<file path="src/rtl/edge_recon.sv">
// Edge-pulse to level reconstructor with a minimum hold time and a one-deep pending request.
// Optional sticky protocol-error flag (err_o, err_clr_i) is built when EDGE_RECON_ERR_EN is defined.
module edge_recon #(
    parameter int MIN_HOLD = 2,
    parameter int CNT_W    = 8
) (
    input  logic clk,
    input  logic rst,
    input  logic rise_i,
    input  logic fall_i,
`ifdef EDGE_RECON_ERR_EN
    input  logic err_clr_i,
    output logic err_o,
`endif
    output logic a_o,
    output logic busy_o
);

    typedef enum logic [1:0] {LOW, HOLD_HI, HIGH, HOLD_LO} state_t;

    localparam logic [CNT_W-1:0] RELOAD = CNT_W'(MIN_HOLD - 1);

    state_t           state_q, state_d;
    logic [CNT_W-1:0] cnt_q, cnt_d;
    logic             pend_q, pend_d;
    logic             a_q, a_d;

    logic req, same, opp, hold, settled;

    // Requests are judged against the level held before this edge; pending is always opposite to it.
    assign req     = rise_i ^ fall_i;
    assign same    = req & (rise_i == a_q);
    assign opp     = req & (rise_i != a_q);
    assign hold    = (state_q == HOLD_HI) || (state_q == HOLD_LO);
    assign settled = !hold || ((cnt_q == '0) && !pend_q);

    always_comb begin
        state_d = state_q;
        cnt_d   = cnt_q;
        pend_d  = pend_q;
        if (settled) begin
            if (opp) begin
                state_d = a_q ? HOLD_LO : HOLD_HI;
                cnt_d   = RELOAD;
            end else if (hold) begin
                state_d = a_q ? HIGH : LOW;
            end
        end else begin
            if (pend_q && same) begin
                pend_d = 1'b0;
            end else if (!pend_q && opp) begin
                pend_d = 1'b1;
            end
            if (cnt_q != '0) begin
                cnt_d = cnt_q - CNT_W'(1);
            end else if (pend_d) begin
                state_d = a_q ? HOLD_LO : HOLD_HI;
                cnt_d   = RELOAD;
                pend_d  = 1'b0;
            end else begin
                state_d = a_q ? HIGH : LOW;
            end
        end
        a_d = (state_d == HOLD_HI) || (state_d == HIGH);
    end

    always_ff @(posedge clk or negedge rst) begin
        if (!rst) begin
            state_q <= LOW;
            cnt_q   <= '0;
            pend_q  <= 1'b0;
            a_q     <= 1'b0;
        end else begin
            state_q <= state_d;
            cnt_q   <= cnt_d;
            pend_q  <= pend_d;
            a_q     <= a_d;
        end
    end

    assign a_o    = a_q;
    assign busy_o = pend_q | (cnt_q != '0);

`ifdef EDGE_RECON_ERR_EN
    logic err_q, err_d, err_evt;

    // Both pulses at once, a request matching the held level, or a duplicate of the pending one.
    assign err_evt = (rise_i & fall_i) | (same & (settled | ~pend_q)) | (opp & ~settled & pend_q);
    assign err_d   = (err_q & ~err_clr_i) | err_evt;

    always_ff @(posedge clk or negedge rst) begin
        if (!rst) begin
            err_q <= 1'b0;
        end else begin
            err_q <= err_d;
        end
    end

    assign err_o = err_q;
`endif

endmodule
</file>
<file path="config.mk">
export PLATFORM = sky130hd
export DESIGN_NAME = edge_recon
export DESIGN_NICKNAME = d
export VERILOG_FILES = /design/src/rtl/edge_recon.sv
export SDC_FILE = /design/constraint.sdc
export NUM_CORES = 1
export LEC_CHECK = 0
export CAP_MARGIN = 20
export CELL_PAD_IN_SITES_DETAIL_PLACEMENT = 0
export CELL_PAD_IN_SITES_GLOBAL_PLACEMENT = 1
export CORE_MARGIN = 2
export CORE_UTILIZATION = 41
export DETAILED_ROUTE_END_ITERATION = 8
export PLACE_DENSITY_LB_ADDON = 0.15
export SETUP_SLACK_MARGIN = 0.5
export SYNTH_ARGS = -nofsm -noshare
export SYNTH_HDL_FRONTEND = slang
export SYNTH_SLANG_ARGS = --single-unit
</file>
<file path="constraint.sdc">
create_clock -name clk -period 2.7 [get_ports clk]
set_clock_uncertainty 0.2 [all_clocks]
set_input_delay 0.27 -clock clk [delete_from_list [all_inputs] [get_ports clk]]
set_output_delay 0.27 -clock clk [all_outputs]
set_load 0.02 [all_outputs]
</file>
==> results.py, run 1 <==
metrics = {
    "die": {
        "die_h_um": 43.3,
        "die_area_um2": 1870,
        "start_util_pct": 42.9,
        "io_pins": 6,
        "chipWidth_um": 43.3,
        "rows": 14,
        "core_um2": 1470,
    },
    "drt": {
        "num_vias": 467,
        "detail-route-antenna-nets": 0,
        "viasPerCell": 5.19,
        "routedWlPerCell_um": 12.6,
        "drtIter0Drc": 6,
        "firstDrtPassIters": 4,
        "drc": 0,
        "wirelength_um": 1140,
    },
    "final_layout": {
        "multi_input_area_um2": 333,
        "nNetsFinal": 80,
        "n_fill_cell": 149,
        "drive_gt1_share_pct": 27.0,
        "area.growth.synth_to_final_pct": 22.6,
        "antenna_cells": 0,
        "seq_area_um2": 300,
        "fin_util_pct": 52.6,
    },
    "sta": {
        "setup_tns_ps": 0,
        "period_share_pct": 81.5,
        "maxSlewHeadroom_pct": 64.7,
        "maxClockFrequency_mhz": 454,
        "rsz0062_at_grt": "true",
        "tightestPinTransition_ps": 528,
        "hold_viol": 0,
        "setup_viol": 0,
        "period_needed_ps": 2200,
        "maxSlewViolCount": 0,
    },
    "placement": {
        "place_hpwl_um": 795,
        "gp_congestion": 0.786,
        "portBuffers": 5,
    },
    "clock_network": {
        "cts_buffer_depth": 2,
        "clk_pin_slew_ps": 80,
        "postCtsHoldBufs": 0,
        "cts_buffers": 3,
        "cts_htree_levels": 1,
        "clk-insertion-delay-late_ps": 270,
        "cts_tree": "yes",
        "clock-sinks": 12,
        "cts-root-buf": "clkbuf_4",
    },
    "yosys": {
        "synth.top_cell.area_share_pct": 47.5,
        "synth_edf_count": 0,
        "synth_cells": 63,
        "yosys_warnings": 0,
        "synth_most_common_cell": "dfrtp_1",
        "syn_area_um2": 632,
        "syn_area_per_cell_um2": 10.0,
        "synth-seq-cells": 12,
        "synthArstFlopShare_pct": 100,
        "seq_area_frac_synth_pct": 47.5,
        "synthTopCellsByArea": "dfrtp_1 48%, a31oi_1 4.0%, nor2_1 3.6%",
        "ys_types": 29,
        "ys_top_cells_by_count": "12 x dfrtp_1, 6 x nor2_1, 5 x nand2_1, 4 x a31oi_1",
        "yosys_most_used_dff": "dfrtp_1",
        "yosys.area.top_type": "dfrtp_1",
        "synth_nets": 68,
    },
    "run_status": {
        "status": "complete, no violations",
    },
    "setup_path": {
        "arrival_ps": 2150,
        "start_kind": "flip-flop",
        "worstPathCellList": "inv_2 > ha_4 > or4b_4 > nor2_4 > buf_4 > mux2i_1 > mux2_4 > xor2_1",
        "cp_data_required_time_ps": 2650,
        "worstPathMaxFanout": 5,
        "path_class": "flip-flop to flip-flop",
        "cpMaxStageDelayCell": "or4b_4",
        "worst_setup_path_end_kind": "flip-flop",
        "crit_path_max_incr_delay_ps": 480,
    },
    "power": {
        "p_seq_share_pct": 39.2,
        "p_sw_share_pct": 38.5,
        "p_clk_share_pct": 15.6,
        "ir_worst_vdd_uv": 548,
        "power_frac_comb_pct": 45.2,
        "power_leakage_uw": 0.000346,
        "p_int_uw": 562,
        "power.switching_uw": 351,
        "power_density_nw_per_um2": 1180,
    },
    "min_path": {
        "hold_class": "input pin to async pin",
    },
    "grt": {
        "grt_util_all_layers_pct": 14.8,
        "grt_max_degree": 13,
        "grt_pass1_vias": 457,
        "grt_pass1_wl_um": 2010,
        "antenna_found_initial": 0,
        "globalRouteOverflowTotal": 0,
    },
    "flow_run": {
        "maxCapViolCount": 0,
    },
}
-- cell usage in the layout (no fill, tap or decap) --
cell	n
a21boi_0	1
a21oi_1	1
a21oi_2	1
a31oi_1	4
buf_4	3
buf_6	1
clkbuf_4	3
clkbuf_8	1
clkdlybuf4s50_1	4
dfrtp_1	12
ha_4	1
inv_1	1
inv_2	2
mux2_2	1
mux2_4	1
mux2i_1	2
nand2_1	5
nand2b_1	3
nand3_1	2
nand4_1	1
nor2_1	6
nor2_4	1
nor2b_1	1
o21a_1	1
o21ai_0	3
o21ai_2	1
o22ai_1	2
o31ai_1	1
or2_0	1
or2_2	1
or3_1	2
or3_4	2
or4b_4	1
xor2_1	1
-- path summary, 6_finish.rpt --
path,from,to,slack (ps),depth (start not counted)
max,cnt_q[1]$_DFFE_PN0P_,a_o$_DFF_PN0_,500,8
min,rst,cnt_q[6]$_DFFE_PN0P_,140,1
max reg2reg,cnt_q[1]$_DFFE_PN0P_,a_o$_DFF_PN0_,500,8
min reg2reg,state_q[1]$_DFF_PN0_,state_q[1]$_DFF_PN0_,310,1
max in group asynchronous,rst,a_o$_DFF_PN0_,1810,1
min in group clk,state_q[1]$_DFF_PN0_,state_q[1]$_DFF_PN0_,310,1
-- metrics by stage --
step           worst slack [ps]  cell area, um^2  hold slack [ps]  power, uW  cells
2_1_floorplan               564              632             -226        635     63
3_3_place_gp                328              698              282        734     83
3_5_place_dp                295              698              292        728     83
4_1_cts                     502              764              168        915     90
5_1_grt                     433              774              204        998     90
6_report                    500              774              137        913     90
-- worst max-delay path, delay by kind of cell (launching register included) --
| family | cells | cell delay, ps |
|---|---|---|
| simple gates | 2 | 580 |
| fa+ha+maj | 1 | 140 |
| buf+inv | 2 | 210 |
| mux | 2 | 410 |
| flops | 1 | 390 |
| xor+xnor | 1 | 140 |
-- power groups by stage --
stage / sequential (uW) / clock, uW / combinational [uW]
4_1_cts: 356 / 149 / 409
6_report: 358 / 143 / 413
5_1_grt: 375 / 162 / 461
3_3_place_gp: 360 / 0 / 373
2_1_floorplan: 339 / 0 / 297
3_5_place_dp: 359 / 0 / 368
-- sequential cells by signal (all words and copies together) (netlist names) --
| register | cells |
|---|---|
| a_o | 1 |
| cnt_q | 8 |
| pend_q | 1 |
| state_q | 2 |
-- what timing repair did --
item / in CTS / in global routing
pin swaps: 1 / 0
setup buffers: 3 / 0
resized for setup: 8 / 3
setup endpoints to repair: 2 / 5
-- cells by family after synthesis --
logic type	synth area share [%]
simple gates	24.6
compound gates	14.8
flops	47.5
buf+inv	2.38
mux	7.33
xor+xnor	1.39
fa+ha+maj	1.98
-- area by class of cell --
cell class / instances / area share (%)
well taps: 16 / 2.58
multi-input cells: 47 / 43.0
inverters: 3 / 1.45
flip-flops and latches: 12 / 38.8
clock buffers: 4 / 4.68
repair buffers: 8 / 9.53
-- layer usage --
layer  track usage [%]  share of wire (%)
met5                 0                  0
met4              7.27                1.4
met3              3.83                3.1
met2              21.8                 44
met1              19.9                 51
Power figures use the tool's default switching activity.
==> inputs of run 2 (changes only) <==
==> constraint.sdc (replaced) <==
create_clock -name clk -period 2.1 [get_ports clk]
set_clock_uncertainty 0.2 [all_clocks]
set_input_delay 0.21 -clock clk [delete_from_list [all_inputs] [get_ports clk]]
set_output_delay 0.21 -clock clk [all_outputs]
set_load 0.02 [all_outputs]
==> run 2 against run 1 <==
Compared with the run above:
- the run now ends with negative setup slack left
- non-clock buffer count up 12
- sequential power grew 25%
- die area did not move
- sequential cell count unchanged
- routed wire length is 20% higher
- first-iteration DRC count rose by 120%
==> results.py, run 2 (synthesized netlist as in run 1, its figures left out) <==
metrics = {
    "setup_path": {
        "worstPathMaxFanout": 3,
        "worst_setup_path_end_kind": "output pin",
        "rrSetupSlack_ps": -10,
        "start_kind": "flip-flop",
        "arrival_ps": 1710,
        "r2r_cells": 7,
        "cp_data_required_time_ps": 1690,
        "path_class": "flip-flop to output pin",
    },
    "die": {
        "io_pins": 6,
        "core_um2": 1470,
        "chipWidth_um": 43.3,
        "start_util_pct": 42.9,
        "die_h_um": 43.3,
        "die_area_um2": 1870,
        "rows": 14,
    },
    "final_layout": {
        "area.growth.synth_to_final_pct": 37.0,
        "top_regs": "cnt_q x8, state_q x2",
        "largest_reg_flops": 8,
        "drive_gt1_share_pct": 37.6,
        "final_cell_mix": "12 x dfrtp_1, 12 x buf_4, 6 x nor2_1",
        "nNetsFinal": 92,
        "antenna_cells": 0,
        "finish.instance_area_um2": 866,
        "fin_util_pct": 58.8,
        "regMostFlops": "cnt_q",
    },
    "power": {
        "power_density_nw_per_um2": 1510,
        "power_leakage_uw": 0.000397,
        "ir_worst_vdd_uv": 833,
    },
    "drt": {
        "viasPerCell": 5.40,
        "wirelength_um": 1360,
        "detail-route-antenna-nets": 0,
        "num_vias": 545,
        "routedWlPerCell_um": 13.5,
        "firstDrtPassIters": 4,
        "drtIter0Drc": 13,
        "drc": 0,
    },
    "sta": {
        "maxClockFrequency_mhz": 472,
        "period_share_pct": 101,
        "hold_ws_ps": 102,
        "hold_viol": 0,
        "maxSlewHeadroom_pct": 62.5,
        "rsz0062_at_grt": "true",
        "tightestPinTransition_ps": 561,
        "setup_viol": 2,
        "period_needed_ps": 2120,
        "setup_ws_ps": -20.7,
        "maxSlewViolCount": 0,
    },
    "run_status": {
        "violations": "negative setup slack",
        "status": "complete, but fails checks",
    },
    "grt": {
        "grt_util_met1_pct": 22.7,
        "busiest_layer": "met2",
        "grt_pass1_vias": 546,
        "grt_util_met2_pct": 28.1,
        "grt_pass1_wl_um": 2370,
        "grtUsageMet3_pct": 2.55,
        "grt_max_degree": 13,
        "grt_util_all_layers_pct": 17.6,
        "antenna_found_initial": 0,
        "globalRouteOverflowTotal": 0,
    },
    "flow_run": {
        "maxCapViolCount": 0,
    },
    "clock_network": {
        "cts_buffers": 3,
        "clk-insertion-delay-late_ps": 270,
        "cts_htree_levels": 1,
        "cts_buffer_depth": 2,
        "postCtsHoldBufs": 0,
        "cts-root-buf": "clkbuf_4",
        "clk_pin_slew_ps": 70,
        "cts_tree": "yes",
        "clock-sinks": 12,
    },
    "placement": {
        "post-place-ws_ps": -86.3,
        "place_area_um2": 783,
        "portBuffers": 5,
        "place_hpwl_um": 967,
        "gp_congestion": 0.754,
    },
    "min_path": {
        "hold_class": "input pin to async pin",
    },
}
run 2: path summary, 6_finish.rpt:
path | from | end
setup reg to reg | cnt_q[0]$_DFFE_PN0P_ | a_o$_DFF_PN0_
max in group asynchronous | rst | cnt_q[3]$_DFFE_PN0P_
setup / recovery | cnt_q[0]$_DFFE_PN0P_ | busy_o
hold / removal | rst | pend_q$_DFFE_PN0N_
hold reg to reg | cnt_q[6]$_DFFE_PN0P_ | cnt_q[6]$_DFFE_PN0P_
min in group clk | cnt_q[6]$_DFFE_PN0P_ | cnt_q[6]$_DFFE_PN0P_
run 2: layer usage:
layer / share of wire (%) / vias up
li1: - / 270
met1: 47 / 265
met2: 49 / 6
met3: 1.7 / 4
met4: 2.0 / 0
met5: 0 / -
run 2: repair_timing:
| item | in CTS | in global routing |
|---|---|---|
| hold endpoints to repair | 0 | 0 |
| pin swaps | 3 | 2 |
| buffers inserted | 3 | 1 |
| setup endpoints to repair | 13 | 13 |
| gates resized for setup | 11 | 5 |
run 2: through the flow:
step / cells / total power, uW / TNS (ps)
after global routing: 101 / 1420 / -322
after detailed placement: 94 / 1080 / -86.3
after global placement: 94 / 1070 / -65.8
after CTS: 100 / 1280 / 0
after floorplan: 63 / 821 / -2.42
final: 101 / 1310 / -33.8
run 2: power by group:
part	internal, uW	switching [uW]
clock network	66.3	71.3
logic	398	326
registers	348	102
total	812	499
run 2: final cells by class:
class | instances | area [um^2]
sequential | 12 | 300
clock buffer | 3 | 22.5
fill | 147 | 606
multi-input combinational | 47 | 338
inverter | 3 | 11.3
tap | 16 | 20.0
timing repair buffer | 20 | 174
run 2: critical path, stage by stage, from the launching register on:
cell	delay (ps)
dfrtp_1	390
inv_1	60
ha_2	170
or4b_4	490
nor2_4	120
nand2_1	70
buf_6	130
